[config.mk]
export PLATFORM = sky130hd
export DESIGN_NAME = uart_transmitter
export DESIGN_NICKNAME = d
export VERILOG_FILES = /design/src/rtl/uart_pkg.sv /design/src/rtl/uart_baud_tick.sv /design/src/rtl/uart_transmitter.sv
export SDC_FILE = /design/constraint.sdc
export NUM_CORES = 1
export LEC_CHECK = 0
export ABC_CLOCK_PERIOD_IN_PS = 1700
export BUFFER_PORTS_ARGS = -buffer_cell sky130_fd_sc_hd__buf_2
export CORE_UTILIZATION = 40
export CTS_CLUSTER_DIAMETER = 80
export DETAILED_ROUTE_END_ITERATION = 7
export GPL_TIMING_DRIVEN = 0
export PLACE_DENSITY = 0.65
export REMOVE_ABC_BUFFERS = 1
export SLEW_MARGIN = 20
export SYNTH_ARGS = -nofsm -noshare
export SYNTH_HDL_FRONTEND = slang
export SYNTH_SLANG_ARGS = --single-unit
[constraint.sdc]
create_clock -name clk -period 1.7 [get_ports clk]
set_clock_uncertainty 0.15 [all_clocks]
set_input_delay 0.255 -clock clk [delete_from_list [all_inputs] [get_ports clk]]
set_output_delay 0.255 -clock clk [all_outputs]
set_load 0.01 [all_outputs]
[src/rtl/uart_pkg.sv]
// Shared UART definitions used by the transmit and receive blocks.
package uart_pkg;

  localparam int unsigned DATA_BITS         = 8;
  localparam int unsigned UART_CLKS_PER_BIT = 8;

  typedef enum logic [1:0] {
    IDLE  = 2'd0,
    START = 2'd1,
    DATA  = 2'd2,
    STOP  = 2'd3
  } uart_state_t;

endpackage

[src/rtl/uart_baud_tick.sv]
// Bit-period counter: wraps every CLKS_PER_BIT cycles, flags the last cycle of each bit.
module uart_baud_tick
  import uart_pkg::*;
#(
  parameter int unsigned CLKS_PER_BIT = UART_CLKS_PER_BIT
) (
  input  logic clk,
  input  logic rst,
  input  logic i_restart,
  output logic o_tick_c
);

  localparam int unsigned           CNT_W = $clog2(CLKS_PER_BIT);
  localparam logic [CNT_W-1:0]      LAST  = CNT_W'(CLKS_PER_BIT - 1);

  logic [CNT_W-1:0] r_cnt;

  // Count 0..CLKS_PER_BIT-1; a restart realigns the bit period to the next edge.
  always_ff @(posedge clk or posedge rst) begin
    if (rst) begin
      r_cnt <= '0;
    end else if (i_restart || (r_cnt == LAST)) begin
      r_cnt <= '0;
    end else begin
      r_cnt <= r_cnt + CNT_W'(1);
    end
  end

  assign o_tick_c = (r_cnt == LAST);

endmodule

[src/rtl/uart_transmitter.sv]
// UART transmit stage: four-phase REQ/ACK byte intake, start + 8 data LSB-first + stop bit(s).
module uart_transmitter
  import uart_pkg::*;
#(
  parameter int unsigned CLKS_PER_BIT = UART_CLKS_PER_BIT,
  parameter int unsigned STOP_BITS    = 1
) (
  input  logic                 clk,
  input  logic                 clr,
  input  logic                 XMIT_REQ,
  input  logic [DATA_BITS-1:0] XMIT_DATA,
  output logic                 XMIT_ACK,
  output logic                 XMIT,
  output logic                 XMIT_BUSY
);

  localparam int unsigned BIT_W     = 3;
  localparam logic [BIT_W-1:0] LAST_DATA = BIT_W'(DATA_BITS - 1);
  localparam logic [BIT_W-1:0] LAST_STOP = BIT_W'(STOP_BITS - 1);

  uart_state_t          r_state,   w_state_next;
  logic [DATA_BITS-1:0] r_shift,   w_shift_next;
  logic [BIT_W-1:0]     r_bit_cnt, w_bit_cnt_next;
  logic                 r_ack,     w_ack_next;
  logic                 r_busy,    w_busy_next;
  logic                 r_xmit,    w_xmit_next;
  logic                 w_tick;
  logic                 w_accept;

  uart_baud_tick #(
    .CLKS_PER_BIT (CLKS_PER_BIT)
  ) u_baud (
    .clk       (clk),
    .rst       (clr),
    .i_restart (w_accept),
    .o_tick_c  (w_tick)
  );

  // State and datapath registers; the line idles high through reset.
  always_ff @(posedge clk or posedge clr) begin
    if (clr) begin
      r_state   <= IDLE;
      r_shift   <= '0;
      r_bit_cnt <= '0;
      r_ack     <= 1'b0;
      r_busy    <= 1'b0;
      r_xmit    <= 1'b1;
    end else begin
      r_state   <= w_state_next;
      r_shift   <= w_shift_next;
      r_bit_cnt <= w_bit_cnt_next;
      r_ack     <= w_ack_next;
      r_busy    <= w_busy_next;
      r_xmit    <= w_xmit_next;
    end
  end

  // Next-state, byte accept and registered line level.
  always_comb begin
    w_state_next   = r_state;
    w_shift_next   = r_shift;
    w_bit_cnt_next = r_bit_cnt;
    w_busy_next    = r_busy;
    w_accept       = 1'b0;
    w_xmit_next    = 1'b1;

    case (r_state)
      IDLE: begin
        if (XMIT_REQ && !r_ack) w_accept = 1'b1;
      end
      START: begin
        if (w_tick) begin
          w_state_next   = DATA;
          w_bit_cnt_next = '0;
        end
      end
      DATA: begin
        if (w_tick) begin
          if (r_bit_cnt == LAST_DATA) begin
            w_state_next   = STOP;
            w_bit_cnt_next = '0;
          end else begin
            w_shift_next   = r_shift >> 1;
            w_bit_cnt_next = r_bit_cnt + BIT_W'(1);
          end
        end
      end
      STOP: begin
        if (w_tick) begin
          if (r_bit_cnt == LAST_STOP) begin
            if (XMIT_REQ && !r_ack) begin
              w_accept = 1'b1;
            end else begin
              w_state_next = IDLE;
              w_busy_next  = 1'b0;
            end
          end else begin
            w_bit_cnt_next = r_bit_cnt + BIT_W'(1);
          end
        end
      end
      default: begin
        w_state_next = IDLE;
        w_busy_next  = 1'b0;
      end
    endcase

    // Accept overrides the per-state update: load the byte and restart the frame.
    if (w_accept) begin
      w_state_next   = START;
      w_shift_next   = XMIT_DATA;
      w_bit_cnt_next = '0;
      w_busy_next    = 1'b1;
    end

    if (w_accept)       w_ack_next = 1'b1;
    else if (!XMIT_REQ) w_ack_next = 1'b0;
    else                w_ack_next = r_ack;

    case (w_state_next)
      START:   w_xmit_next = 1'b0;
      DATA:    w_xmit_next = w_shift_next[0];
      default: w_xmit_next = 1'b1;
    endcase
  end

  assign XMIT_ACK  = r_ack;
  assign XMIT_BUSY = r_busy;
  assign XMIT      = r_xmit;

endmodule
# Yosys cells after proc, flatten, opt, wreduce, memory -nomap -nowiden
# Index checks and enable logic that the tools add are counted.
# Widths: inputs -> output; s select.
# classes
addsub,2
eq_ne,14
muxes,32
n_reduce_logical,13
# op_table
operator,count
$mux 8,4
$mux 3,7
$mux 2,7
$mux 1,10
$ne 3x1->1 const B,3
$pmux 3 s3,1
$reduce_bool 2->1,4
$add 3x1->3 const B,2
$eq 2x2->1 const B,3
$eq 3x3->1 const B,2
$ne 2x1->1 const B,3
$pmux 2 s3,1
$reduce_and 5->1,1
$eq 2x1->1 const B,2
$pmux 1 s2,2
$reduce_and 4->1,1
$reduce_bool 4->1,1
$logic_not 3->1,1
$ne 3x2->1 const B,1
$reduce_and 3->1,1
$logic_not 2->1,1
$logic_and 1x1->1,1
$logic_not 1->1,1
$logic_or 1x1->1,1
# word_totals
ff_bits,19
inputBits,11
output_inout_bits,3
elab_cells,69

# Depth between registers and ports, before layout
# logic_depth
depth_word,9
depth_mapped,8
depth_no_buf,7

# Cells and area by module
# A second synthesis with hierarchy kept.
# unflattened
cells_unflattened,109
hier_area_um2,1078.5
# by_module_without_submodules
mod,n_inst,cells_per_inst,area_each_um2,seq_area_each_um2
uart_transmitter,1,100,954.7,401.6
uart_baud_tick,1,9,123.9,75.1

# Worst setup path after synthesis
# OpenSTA, ideal clock, no wires.
# synth_timing
path_kind,flip-flop to flip-flop
start,reg u_baud.r_cnt[0]
end,"reg r_xmit, in the netlist XMIT"
setup_ns,0.081
t_arrival_ns,1.633
path_slack_ns,-0.164
stages_incl_launch_ff,9
cell_sequence,dfrtp_1 > ha_1 > ha_1 > buf_6 > and4bb_1 > o2bb2ai_1 > a22oi_4 > nor3b_2 > a211oi_2
# synth_via
elab_chain_cells,6
elab_cells_between_ends,14
cone_classes,3 x eq/ne; 11 x mux
# synth_lines
element,line,text
from (decl),uart_baud_tick.sv:16,logic [CNT_W-1:0] r_cnt;
from (signal assigned),uart_baud_tick.sv:25,r_cnt <= r_cnt + CNT_W'(1);
$eq 3x3->1 (*),uart_baud_tick.sv:29,assign o_tick_c = (r_cnt == LAST);
"$mux 2, or another cell as far along",uart_transmitter.sv:89,if (w_tick) begin
$pmux 2 s3 / $pmux 1 s2 (equally long branches),uart_transmitter.sv:67,case (r_state)
$mux 2,uart_transmitter.sv:109,if (w_accept) begin
$eq 2x2->1 / $eq 2x1->1 (equally long branches),uart_transmitter.sv:120,case (w_state_next)
$pmux 1 s2 (*),uart_transmitter.sv:120,
net w_xmit_next,uart_transmitter.sv:26,"logic r_xmit, w_xmit_next;"
to (signal assigned),uart_transmitter.sv:54,r_xmit <= w_xmit_next;
to (decl),uart_transmitter.sv:26,
# Mark *: on every way through the listed nets, which the timed path passes. The rest lies on a longest branch. The select of a mux whose other input is x is not followed.
# A chain may end at the register's enable or synchronous reset.

# Worst setup path in the final report
# Ends and elaborated chain as after synthesis.

==> summary.md <==
| Metric | Value |
|---|---|
| ANT nets after route | 0 |
| GRT overflow | 0 |
| Crit Path Max Fanout | 4 |
| Root Driver | clkbuf_4 |
| Final setup vio count | 17 |
| P_leak | approximately 0.72 nW |
| Crit Path Category | flip-flop to flip-flop |
| Outcome | finished, violations left |
| Io pins | 14 |
| Area leader, netlist | dfrtp_1 |
| Max Root-Sink Buffers | 2 |
| Failing checks | setup timing |
| Initial DRT Pass Iterations | 4 |
| Hold Violations, Final | 0 |
| Die ar. | between 2000 and 3000 sq um |
| Worst-Skew Late Latency | approximately 0.30 ns |
| Die Ht | 54.6 um |
| Worst slack at placement | -0.492 ns |
| First-pass GRT wire length | roughly 4.1 mm |
| Core box area | roughly 2500 sq um |
| Total CTS buffers | 3 |
| H-tree lvl count | 1 |
| Slew Limit Fails | 0 |
| Pwr dens | approximately 1400 nW/um^2 |
| Clk sinks | 19 |
| Clock transition at the registers of the reported paths | ~0.10 ns |
| VDD IR max | roughly 0.00086 V |
| Final setup margin | -0.181 ns |
| Final Cycle Share | 111% |
| Cell Area, Synth | approximately 1100 sq um |
| Filler Cell Count | about 210 |
| Maxcap violations | 0 |
| Drt wl/cell | between 15 and 20 um |
| # port buffers | 13 |
| Routability cong. | roughly 0.74 |
| Most frequent cells in the layout | dfrtp_1 (18), nand2_1 (13), buf_2 (13), buf_4 (12), mux2i_1 (8) |
| Total track usage | about a fifth |
| Area of the multi-input gates | 736 sq um |
| Storage element area | between 400 and 500 sq um |
| Synth warnings | 0 |
| Die width | approximately 55 um |
| # diodes | 0 |
| Routed via count | 877 |
| Hold WS | 0.00436 ns |
| Largest net degree at the start of global routing | 20 |
| Top cell type's share of synthesized area | roughly two fifths |
| Critical Path AT | a little under 2 ns |
| Post-Place Cells | about 150 |
| Top post-synthesis cells by area | dfrtp_1 (41%), ha_1 (11%), mux2i_1 (7.2%) |
| Nets | 160 |
| Ratio of cells with drive above 1 in the final layout | around half |
| Initial antenna violation count | 0 |
| Area Overhead vs Synth | 40.5% |
| Most common cell after layout, fill and taps aside | dfrtp_1 |
| Post-Syn Area per Cell | around 10 sq um |
| # DRC | 0 |
| Post-layout min period | 1.88 ns |
| CTS tree | yes |
| Via/cell ratio | 5.22 |
| 1st-iter DRT viols | 10 |
| Worst setup EP type | flip-flop |
| Netlist cell types | 36 |
| Reg2Reg Depth | 6 |
| Startpoint types | flip-flop |
| Final WL | about 2.6 mm |
| Worst hold path class | input pin to flip-flop |
| RSZ-0062 raised after global routing | true |
| HPWL after DPL | around 1.5 mm |
| Critical path required time | ~1.8 ns |
| Mapped Cells | between 100 and 150 |
| FF+latch count, synth | 19 |
| Slew headroom | ~50% |
| Post-route insts no fill | roughly 170 |
| Vias in the first global route | between 900 and 1k |
| Register area share after synthesis | a little over two fifths |
| Row cnt | 18 |
| F_max | about 530 MHz |
| Hold depth | 3 |
| Worst slew pin tran | between 0.7 and 0.8 ns |
| Initial Utilization | between 40% and 50% |
where the power goes:
group	internal, mW	switching [mW]
Combinational	0.659	0.599
Clock	0.0916	0.138
Sequential	0.629	0.0999
cells by family after synthesis:
group | count (synthesis) | synth area share [%]
muxes | 9 | 8.27
buffers and inverters | 11 | 4.87
DFF | 19 | 43.1
AOI/OAI and AO/OA | 21 | 13.9
adders and majority gates | 10 | 11.3
and+or+nand+nor | 36 | 18.5
flip-flops by register name, indices dropped and copies added (netlist names):
signal / flops
r_state: 2
XMIT: 1
XMIT_ACK: 1
u_baud.r_cnt: 3
XMIT_BUSY: 1
r_shift: 8
r_bit_cnt: 3
layout make-up:
cell class / count / area share (%)
sequential: 19 / 30.7
inverter: 6 / 1.61
tap: 30 / 2.42
timing repair buffer: 33 / 16.2
clock buffer: 4 / 1.69
multi-input combinational: 76 / 47.4
path summary, 6_finish.rpt:
check	slack (ns)	to	from
max	-0.18	XMIT	u_baud.r_cnt[0]
min	0.004	r_shift[3]	XMIT_DATA[3]
max reg2reg	-0.18	XMIT	u_baud.r_cnt[0]
min reg2reg	0.34	u_baud.r_cnt[0]	u_baud.r_cnt[0]
max in group asynchronous	0.47	r_state[0]	clr
min in group asynchronous	0.46	u_baud.r_cnt[0]	clr
what timing repair did:
| action | 4_1_cts | 5_1_grt |
|---|---|---|
| hold endpoints to repair | 19 | 0 |
| gates cloned | 1 | 0 |
| setup endpoints to repair | 19 | 19 |
| hold buffers | 2 | 0 |
| setup buffers | 14 | 2 |
| pin swaps | 17 | 6 |
| gates resized for setup | 40 | 7 |
synthesized netlist by cell type:
cell and count:
nor2b_4 1, ha_1 10, nand2_1 13, nand3_1 1, nand2b_1 1, and2b_4 1, o2bb2ai_1 1, o211ai_1 1
and4bb_1 1, and3_1 2, a32oi_1 1, or3_1 1, or2_0 1, buf_6 1, nor3_1 3, a31oi_1 1
o22ai_2 1, nor2_1 6, mux2i_1 8, dfstp_2 1, inv_1 6, nand4_1 1, nand4b_1 1, nor3b_2 1
a211oi_2 1, a21oi_1 4, dfrtp_1 18, o21a_1 1, o21ai_1 1, or2_2 1, buf_2 4, nand2_4 1
o21ai_0 7, a22oi_4 1, o21ai_2 1, mux2_2 1
critical path: stages, from the launching register on:
cell and delay (ns):
dfrtp_1 0.42, ha_2 0.19, ha_4 0.18, and4bb_2 0.26, a32oi_2 0.24, o21ai_2 0.12, a211oi_2 0.24
metrics by stage:
stage / TNS (ns) / power [mW] / utilization (%) / instance area, sq um
final: -1.64 / 2.22 / 61.0 / 1550
after global routing: -2.64 / 2.35 / 61.0 / 1550
after CTS: -1.26 / 2.13 / 59.0 / 1500
after detailed placement: -6.76 / 1.46 / 46.7 / 1190
after global placement: -19.35 / 1.39 / 46.2 / 1180
after floorplan: -10.42 / 1.26 / - / 1070
layer usage:
metal / routed length (um) / share of wire, % / vias to the layer above / track usage (%)
li1: - / - / 428 / -
met1: 1100 / 42 / 421 / 23.2
met5: 0 / 0 / - / 0
met2: 1360 / 52 / 19 / 37.6
met4: 89 / 3.4 / 0 / 12.4
met3: 49 / 1.9 / 9 / 3.33
No activity file was read; power rests on OpenSTA's default activity.
